`config.mk`:
```
export PLATFORM = sky130hd
export DESIGN_NAME = skolem_bvslt_bvmul_seq
export DESIGN_NICKNAME = d
export VERILOG_FILES = /design/src/rtl/skolem_bvslt_bvmul_seq.sv
export SDC_FILE = /design/constraint.sdc
export NUM_CORES = 1
export LEC_CHECK = 0
export ABC_AREA = 1
export CAP_MARGIN = 0
export CELL_PAD_IN_SITES_DETAIL_PLACEMENT = 0
export CELL_PAD_IN_SITES_GLOBAL_PLACEMENT = 1
export CORE_MARGIN = 2
export CORE_UTILIZATION = 40
export CTS_CLUSTER_SIZE = 10
export DETAILED_ROUTE_END_ITERATION = 8
export PLACE_DENSITY = 0.91
export SYNTH_ARGS = -nofsm -noshare
export SYNTH_HDL_FRONTEND = slang
export SYNTH_SLANG_ARGS = --single-unit
```
`constraint.sdc`:
```
create_clock -name clk -period 4.45 [get_ports clk]
set_input_delay 0.89 -clock clk [delete_from_list [all_inputs] [get_ports clk]]
set_output_delay 0.89 -clock clk [all_outputs]
set_load 0.05 [all_outputs]
```
`src/rtl/skolem_bvslt_bvmul_seq.sv`:
```
// Sequential Skolem witness search for bvslt(bvmul(A, Y), B): scans Y = 0, 1, ... and reports the first hit or unsat.
// Optional macro SKOLEM_EARLY_UNSAT_EN resolves provably unsatisfiable requests without scanning.
module skolem_bvslt_bvmul_seq #(
    parameter int unsigned W = 4
) (
    input  logic         clk,
    input  logic         rst_n,
    input  logic         in_valid,
    output logic         in_ready,
    input  logic [W-1:0] a_in,
    input  logic [W-1:0] b_in,
    output logic         out_valid,
    input  logic         out_ready,
    output logic [W-1:0] y_out,
    output logic         found,
    output logic [W:0]   tries
);

    typedef enum logic [1:0] {
        IDLE,
        SEARCH,
        DONE
    } state_t;

    state_t       state_q, state_d;
    logic [W-1:0] a_q, a_d;
    logic [W-1:0] b_q, b_d;
    logic [W-1:0] c_q, c_d;
    logic [W-1:0] y_q, y_d;
    logic         found_q, found_d;
    logic [W:0]   tries_q, tries_d;
    logic         in_ready_q, in_ready_d;
    logic         out_valid_q, out_valid_d;

    logic [W-1:0] prod;
    logic         hit;
    logic         last;

    assign prod = a_q * c_q;
    assign hit  = $signed(prod) < $signed(b_q);
    assign last = (c_q == '1);

`ifdef SKOLEM_EARLY_UNSAT_EN
    logic early_q, early_d;
    logic early_unsat;

    assign early_unsat = (b_in == {1'b1, {(W-1){1'b0}}})
                      || ((a_in == '0) && ($signed(b_in) <= $signed({W{1'b0}})));
`endif

    always_comb begin
        state_d     = state_q;
        a_d         = a_q;
        b_d         = b_q;
        c_d         = c_q;
        y_d         = y_q;
        found_d     = found_q;
        tries_d     = tries_q;
        in_ready_d  = in_ready_q;
        out_valid_d = out_valid_q;
`ifdef SKOLEM_EARLY_UNSAT_EN
        early_d     = early_q;
`endif

        unique case (state_q)
            IDLE: begin
                if (in_valid) begin
                    a_d        = a_in;
                    b_d        = b_in;
                    c_d        = '0;
                    tries_d    = '0;
                    in_ready_d = 1'b0;
                    state_d    = SEARCH;
`ifdef SKOLEM_EARLY_UNSAT_EN
                    early_d    = early_unsat;
`endif
                end
            end

            SEARCH: begin
`ifdef SKOLEM_EARLY_UNSAT_EN
                // Early-unsat requests spend one SEARCH cycle so out_valid still rises one edge after accept.
                if (early_q) begin
                    y_d         = '0;
                    found_d     = 1'b0;
                    tries_d     = '0;
                    out_valid_d = 1'b1;
                    early_d     = 1'b0;
                    state_d     = DONE;
                end else
`endif
                if (hit) begin
                    y_d         = c_q;
                    found_d     = 1'b1;
                    tries_d     = {1'b0, c_q} + (W+1)'(1);
                    out_valid_d = 1'b1;
                    state_d     = DONE;
                end else if (last) begin
                    y_d         = '0;
                    found_d     = 1'b0;
                    tries_d     = {1'b1, {W{1'b0}}};
                    out_valid_d = 1'b1;
                    state_d     = DONE;
                end else begin
                    c_d = c_q + W'(1);
                end
            end

            DONE: begin
                if (out_ready) begin
                    out_valid_d = 1'b0;
                    in_ready_d  = 1'b1;
                    state_d     = IDLE;
                end
            end

            default: begin
                state_d     = IDLE;
                in_ready_d  = 1'b1;
                out_valid_d = 1'b0;
            end
        endcase
    end

    always_ff @(posedge clk) begin
        if (!rst_n) begin
            state_q     <= IDLE;
            a_q         <= '0;
            b_q         <= '0;
            c_q         <= '0;
            y_q         <= '0;
            found_q     <= 1'b0;
            tries_q     <= '0;
            in_ready_q  <= 1'b1;
            out_valid_q <= 1'b0;
`ifdef SKOLEM_EARLY_UNSAT_EN
            early_q     <= 1'b0;
`endif
        end else begin
            state_q     <= state_d;
            a_q         <= a_d;
            b_q         <= b_d;
            c_q         <= c_d;
            y_q         <= y_d;
            found_q     <= found_d;
            tries_q     <= tries_d;
            in_ready_q  <= in_ready_d;
            out_valid_q <= out_valid_d;
`ifdef SKOLEM_EARLY_UNSAT_EN
            early_q     <= early_d;
`endif
        end
    end

    assign in_ready  = in_ready_q;
    assign out_valid = out_valid_q;
    assign y_out     = y_q;
    assign found     = found_q;
    assign tries     = tries_q;

endmodule
```
==> results of run 1 <==
## cell families (layout without fill, tap and decap cells)
kind of cell,count (synthesis),after routing
xor gates and xnor gates,6,6
AOI/OAI and AO/OA,30,30
adders and majority gates,8,8
and+or+nand+nor,78,78
DFF,26,26
buffers and inverters,27,47
## power by group through the flow
stage / clock network (mW) / logic, mW / registers [mW]
after floorplan: 0 / 0.125 / 0.304
after global placement: 0 / 0.182 / 0.284
after detailed placement: 0 / 0.189 / 0.285
after CTS: 0.167 / 0.189 / 0.280
after global routing: 0.179 / 0.210 / 0.284
final: 0.167 / 0.188 / 0.279
## stage by stage
stage	std cells	utilization	power (mW)	area [sq um]	hold WS, ns
after floorplan	175	-	0.429	1340	0.435
after global placement	235	0.501	0.466	1570	0.450
after detailed placement	235	0.501	0.473	1570	0.456
after CTS	239	0.518	0.636	1620	0.477
after global routing	239	0.518	0.673	1620	0.511
final	239	0.518	0.634	1620	0.472
## registers in the layout, summed over array words and instances, names as in the netlist
register	cells
tries	5
out_valid	1
c_q	4
state_q	2
a_q	4
y_out	4
found	1
b_q	4
in_ready	1
## cell type report
type | count | area, sq um | share of cell area
Inverter | 20 | 75.1 | 0.0463
Multi-Input combinational cell | 122 | 687 | 0.424
Clock inverter | 1 | 30.0 | 0.0185
Timing Repair Buffer | 23 | 230 | 0.142
Tap cell | 44 | 55.1 | 0.0340
Sequential cell | 26 | 520 | 0.321
Clock buffer | 3 | 22.5 | 0.0139
## cells in the mapped netlist
cell / count / area share
dlygate4sd1_1: 1 / 0.0065
nand3_2: 4 / 0.030
or2_2: 1 / 0.0047
nand4_1: 2 / 0.0094
nand3b_1: 1 / 0.0056
buf_2: 1 / 0.0037
o21ai_0: 9 / 0.034
xor2_1: 2 / 0.013
a21oi_2: 4 / 0.026
nor3_1: 2 / 0.0075
nand2_2: 4 / 0.019
nand2_1: 34 / 0.095
nand3_1: 12 / 0.045
nor2_4: 1 / 0.0084
xnor2_1: 4 / 0.026
buf_6: 3 / 0.025
ha_1: 8 / 0.075
a21boi_0: 1 / 0.0056
inv_1: 20 / 0.056
o211ai_1: 1 / 0.0056
a21oi_1: 15 / 0.056
clkbuf_1: 2 / 0.0056
dfxtp_1: 26 / 0.39
nor2_1: 17 / 0.048
## critical path: stages (launching register included)
cell     delay [ns]
dfxtp_1        0.50
nand2_1        0.08
inv_1          0.06
ha_1           0.23
ha_1           0.27
ha_1           0.22
xnor2_1        0.19
xor2_1         0.20
xnor2_1        0.10
ha_1           0.27
inv_1          0.05
nor3_1         0.17
nand2_2        0.11
nand3_2        0.08
nand2_2        0.19
nand3_1        0.14
a21oi_1        0.08
## layer usage
layer | part of all wire | up-vias | wire [um] | global-route usage
met2 | 0.48 | 21 | 1310 | 0.281
met3 | 0.036 | 5 | 99 | 0.0186
met1 | 0.47 | 534 | 1300 | 0.215
li1 | - | 602 | - | -
met4 | 0.013 | 0 | 36 | 0.0638
met5 | 0 | - | 0 | 0
## how the worst max path moves through the flow
| stage | end | depth (start not counted) | from | slack (ns) |
|---|---|---|---|---|
| finish | tries[4] | 16 | c_q[1] | 1.39 |
| floorplan | y_out[0] | 17 | c_q[1] | 1.74 |
| CTS | tries[4] | 16 | c_q[1] | 1.39 |
| global route | c_q[3] | 17 | c_q[1] | 1.11 |
| global placement | tries[0] | 16 | c_q[1] | 1.49 |
| detailed placement | tries[4] | 16 | c_q[1] | 1.41 |
==> results_dict.tcl, run 1 <==
set metrics [dict create \
    die_h_um 61.8 \
    grt_pass1_vias 1123 \
    syn-num-nets 195 \
    holdCritStartpoint "y_out[3]" \
    ctsResizeCount 0 \
    reg2reg_to "tries[4]" \
    firstDrtPassIters 4 \
    io_pins 24 \
    internal_power_mw 0.413 \
    finalCritPeriodShare 0.687 \
    r2r_start "c_q[1]" \
    worstHoldEndpoint "y_out[3]" \
    post_cts_buffers 0 \
    hold_path_depth 2 \
    finalHoldViolCount 0 \
    ys_types 24 \
    cts_max_level 1 \
    grt_max_degree 25 \
    postSynthAreaPerCell_sq_um 7.64 \
    fin_ws_ns 1.39 \
    slew_violations 0 \
    fillers 318 \
    dr_total_vias 1162 \
    fin_nets 216 \
    cts_tree "done" \
    synth_mux_area_frac 0 \
    cts_root_buf "clkbuf_4" \
    grt_first_pass_wirelength_um 4810 \
    final_cell_mix "nand2_1, dfxtp_1, clkdlybuf4s50_1" \
    seq_power_share 0.441 \
    rows 20 \
    core_sq_um 3130 \
    cp_max_fo 12 \
    yosys.area_share.simple 0.272 \
    combPwrFrac 0.296 \
    layout_commonest_cell "nand2_1" \
    syn_to_final_growth_pct 21.1 \
    grt_setup_unrepaired "no" \
    die_w_um 61.8 \
    antenna_found_initial 0 \
    tns_ns 0 \
    place_hpwl_um 2000 \
    track_usage 0.166 \
    synth_compound_area_frac 0.127 \
    drt_iter0_markers 34 \
    mappedNetlistArea_sq_um 1340 \
    clock_sinks 26 \
    synth_xor_area_frac 0.0393 \
    ys_ff_latch 26 \
    finClkSkew_ns 0.00757 \
    n_antenna_cell 0 \
    dp_slack_ns 1.41 \
    gp_congestion 0.792 \
    drt_wl_total_um 2740 \
    layout-drive-gt1-share 0.0923 \
    wl_per_cell_um 11.5 \
    worst_r2r_path_depth 16 \
    fmax_mhz 327 \
    p_switching_mw 0.221 \
    die_area_sq_um 3820 \
    clockPowerShare 0.263 \
    max-clock-path-buffers 2 \
    synthAdderAreaFrac 0.0748 \
    netlist_instances 175 \
    leakage_nw 0.674 \
    start_util 0.428 \
    post-route-min-period_ns 3.06 \
    cts-hold-fix-buffers 0 \
    synth_top_family_by_area "simple AND/OR/NAND/NOR gates" \
    clk_pin_slew_ns 0.15 \
    status "completed" \
    vias_per_cell 4.86 \
    slew_headroom 0.483 \
    setup_viol 0 \
    hold_path_class "flop to flop" \
    switching_share 0.349 \
    tightest_slew_ns 0.774 \
    ys_warn_count 0 \
    grt_remaining_overflow 0 \
    peakVddDrop_mv 0.209 \
    reg2reg_slack_ns 1.39 \
    startpoint_type "flop" \
    port_buffers 23 \
    critical_path.endpoint_type "flop" \
    cts_buffers 3 \
    detail-route-antenna-nets 0 \
    drc 0 \
    crit_required_ns 4.67 \
    crit_arrival_ns 3.28 \
    worstSkewPairLatency_ns 0.33 \
    power_density_nw_per_um2 391 \
    max_cap_viol_count 0 \
    critical_path_class "flop to flop" \
    ys_seq_area_frac 0.389 \
]
Note: power is estimated with default switching activity, not from simulation.
==> run 2: changes to the inputs <==
CORE_UTILIZATION = 37   (was 40)
PLACE_DENSITY = 0.86   (was 0.91)
clock period = 2.96 ns   (was 4.45 ns; I/O delays follow)
==> results_dict.tcl, run 2 (synthesis gave the netlist of run 1 again) <==
set metrics [dict create \
    die_w_um 64.1 \
    status "completed" \
    finalCritPeriodShare 0.957 \
    cp_cell_sequence "nand2_1 -> inv_1 -> ha_1 -> ha_1 -> ha_2 -> xnor2_2 -> xor2_1 -> xnor2_1 -> ha_1 -> inv_2 -> nor3_2 -> nand2_2 -> nand4_1 -> nand3_1 -> a21oi_1" \
    crit_slowest_cell "dfxtp_2" \
    cp_max_fo 6 \
    hold_path_class "flop to flop" \
    io_pins 24 \
    grt_pass1_vias 1129 \
    final_cell_mix "nand2_1, dfxtp_1, clkdlybuf4s50_1" \
    cts_buffers 3 \
    track_usage 0.153 \
    drt_wl_total_um 2880 \
    crit_required_ns 3.17 \
    vias_per_cell 4.76 \
    cts_tree "done" \
    cp_top_family "adder cells" \
    peakVddDrop_mv 0.261 \
    reg2reg_to "c_q[0]" \
    firstDrtPassIters 4 \
    clk_pin_slew_ns 0.15 \
    die_h_um 64.1 \
    start_util 0.392 \
    antenna_found_initial 0 \
    slew_headroom 0.471 \
    setup_viol 0 \
    fin_nets 221 \
    detail-route-antenna-nets 0 \
    die_area_sq_um 4110 \
    port_buffers 23 \
    cts-hold-fix-buffers 0 \
    syn_to_final_growth_pct 26.2 \
    leakage_nw 0.718 \
    fin_ws_ns 0.128 \
    rows 21 \
    dp_slack_ns 0.0189 \
    core_sq_um 3420 \
    layout-drive-gt1-share 0.155 \
    critPathMaxStageDelay_ns 0.34 \
    critical_path.endpoint_type "flop" \
    n_antenna_cell 0 \
    drt_iter0_markers 28 \
    cp_common_cell "ha_1" \
    finClkSkew_ns 0.0124 \
    cp_num_cells 15 \
    r2r_start "c_q[1]" \
    worstSkewPairLatency_ns 0.34 \
    grt_remaining_overflow 0 \
    cp.buffers_inverters 2 \
    tightest_slew_ns 0.791 \
    finalHoldViolCount 0 \
    max_cap_viol_count 0 \
    fmax_mhz 353 \
    startpoint_type "flop" \
    wl_per_cell_um 11.7 \
    grt_first_pass_wirelength_um 4920 \
    setup.worst_path.start "c_q[1]" \
    crit_arrival_ns 3.04 \
    drc 0 \
    cp-endpoint "c_q[0]" \
    holdWs_ns 0.472 \
    cts_max_level 1 \
    dr_total_vias 1172 \
    critical_path_class "flop to flop" \
    max-clock-path-buffers 2 \
    gp_congestion 0.859 \
    grt_max_degree 25 \
    post-route-min-period_ns 2.83 \
    power_density_nw_per_um2 580 \
    clock_sinks 26 \
    layout_commonest_cell "nand2_1" \
    worst_r2r_path_depth 15 \
    place_hpwl_um 2000 \
    largest_reg_flops 5 \
    cts_root_buf "clkbuf_4" \
    slew_violations 0 \
    reg2reg_slack_ns 0.13 \
]
==> run 2: changes by cell type in the layout (fill, tap and decap cells not counted), sizes merged <==
cell  before  now
buf        0    5
==> run 2: worst register-to-register path, stage by stage (launching register included) <==
cell     delay (ns)
dfxtp_2        0.34
nand2_1        0.05
inv_1          0.05
ha_1           0.29
ha_1           0.28
ha_2           0.19
xnor2_2        0.13
xor2_1         0.17
xnor2_1        0.15
ha_1           0.31
inv_2          0.08
nor3_2         0.04
nand2_2        0.10
nand4_1        0.24
nand3_1        0.20
a21oi_1        0.09
==> run 2: where the power goes <==
group | leakage (nW) | total, mW | switching [mW] | internal (mW)
combinational | 0.476 | 0.316 | 0.206 | 0.110
sequential | 0.214 | 0.415 | 0.0263 | 0.388
clock | 0.0279 | 0.248 | 0.111 | 0.137
total | 0.718 | 0.979 | 0.343 | 0.636
==> run 2: layer usage <==
layer / wire (um) / vias to the layer above / GRT usage
li1: - / 613 / -
met1: 1370 / 531 / 0.196
met2: 1370 / 22 / 0.246
met3: 76 / 6 / 0.0211
met4: 69 / 0 / 0.0878
met5: 0 / - / 0
==> run 2: through the flow <==
step	cell area, sq um	setup TNS [ns]	total power [mW]	cells	util
6_report	1690	0	0.979	246	0.494
5_1_grt	1690	-0.149	1.04	246	0.494
4_1_cts	1650	0	0.973	245	0.484
3_5_place_dp	1600	0	0.719	241	0.468
3_3_place_gp	1600	0	0.714	241	0.468
2_1_floorplan	1340	0	0.644	175	-
==> run 2: cell type report <==
class / count / area, sq um
Clock inverter: 1 / 30.0
Fill cell: 346 / 1730
Timing Repair Buffer: 28 / 268
Multi-Input combinational cell: 122 / 711
Tap cell: 46 / 57.6
Sequential cell: 26 / 524
Clock buffer: 3 / 22.5
Inverter: 20 / 75.1
==> run 2: worst min path at each step <==
stage                     startpoint       end  slack (ns)  cells after the start
after detailed placement    y_out[3]  y_out[3]        0.45                      2
after CTS                   y_out[3]  y_out[3]        0.48                      2
after global routing        tries[2]  tries[2]        0.50                      2
final                       y_out[3]  y_out[3]        0.47                      2
after global placement      y_out[1]  y_out[1]        0.45                      2
after floorplan               b_q[2]    b_q[2]        0.43                      2
==> run 2: what timing repair did <==
item	in CTS	in global routing
setup endpoints to repair	6	16
resized for setup	1	9
cloned	0	0
setup buffers	0	1
pin swaps	0	8
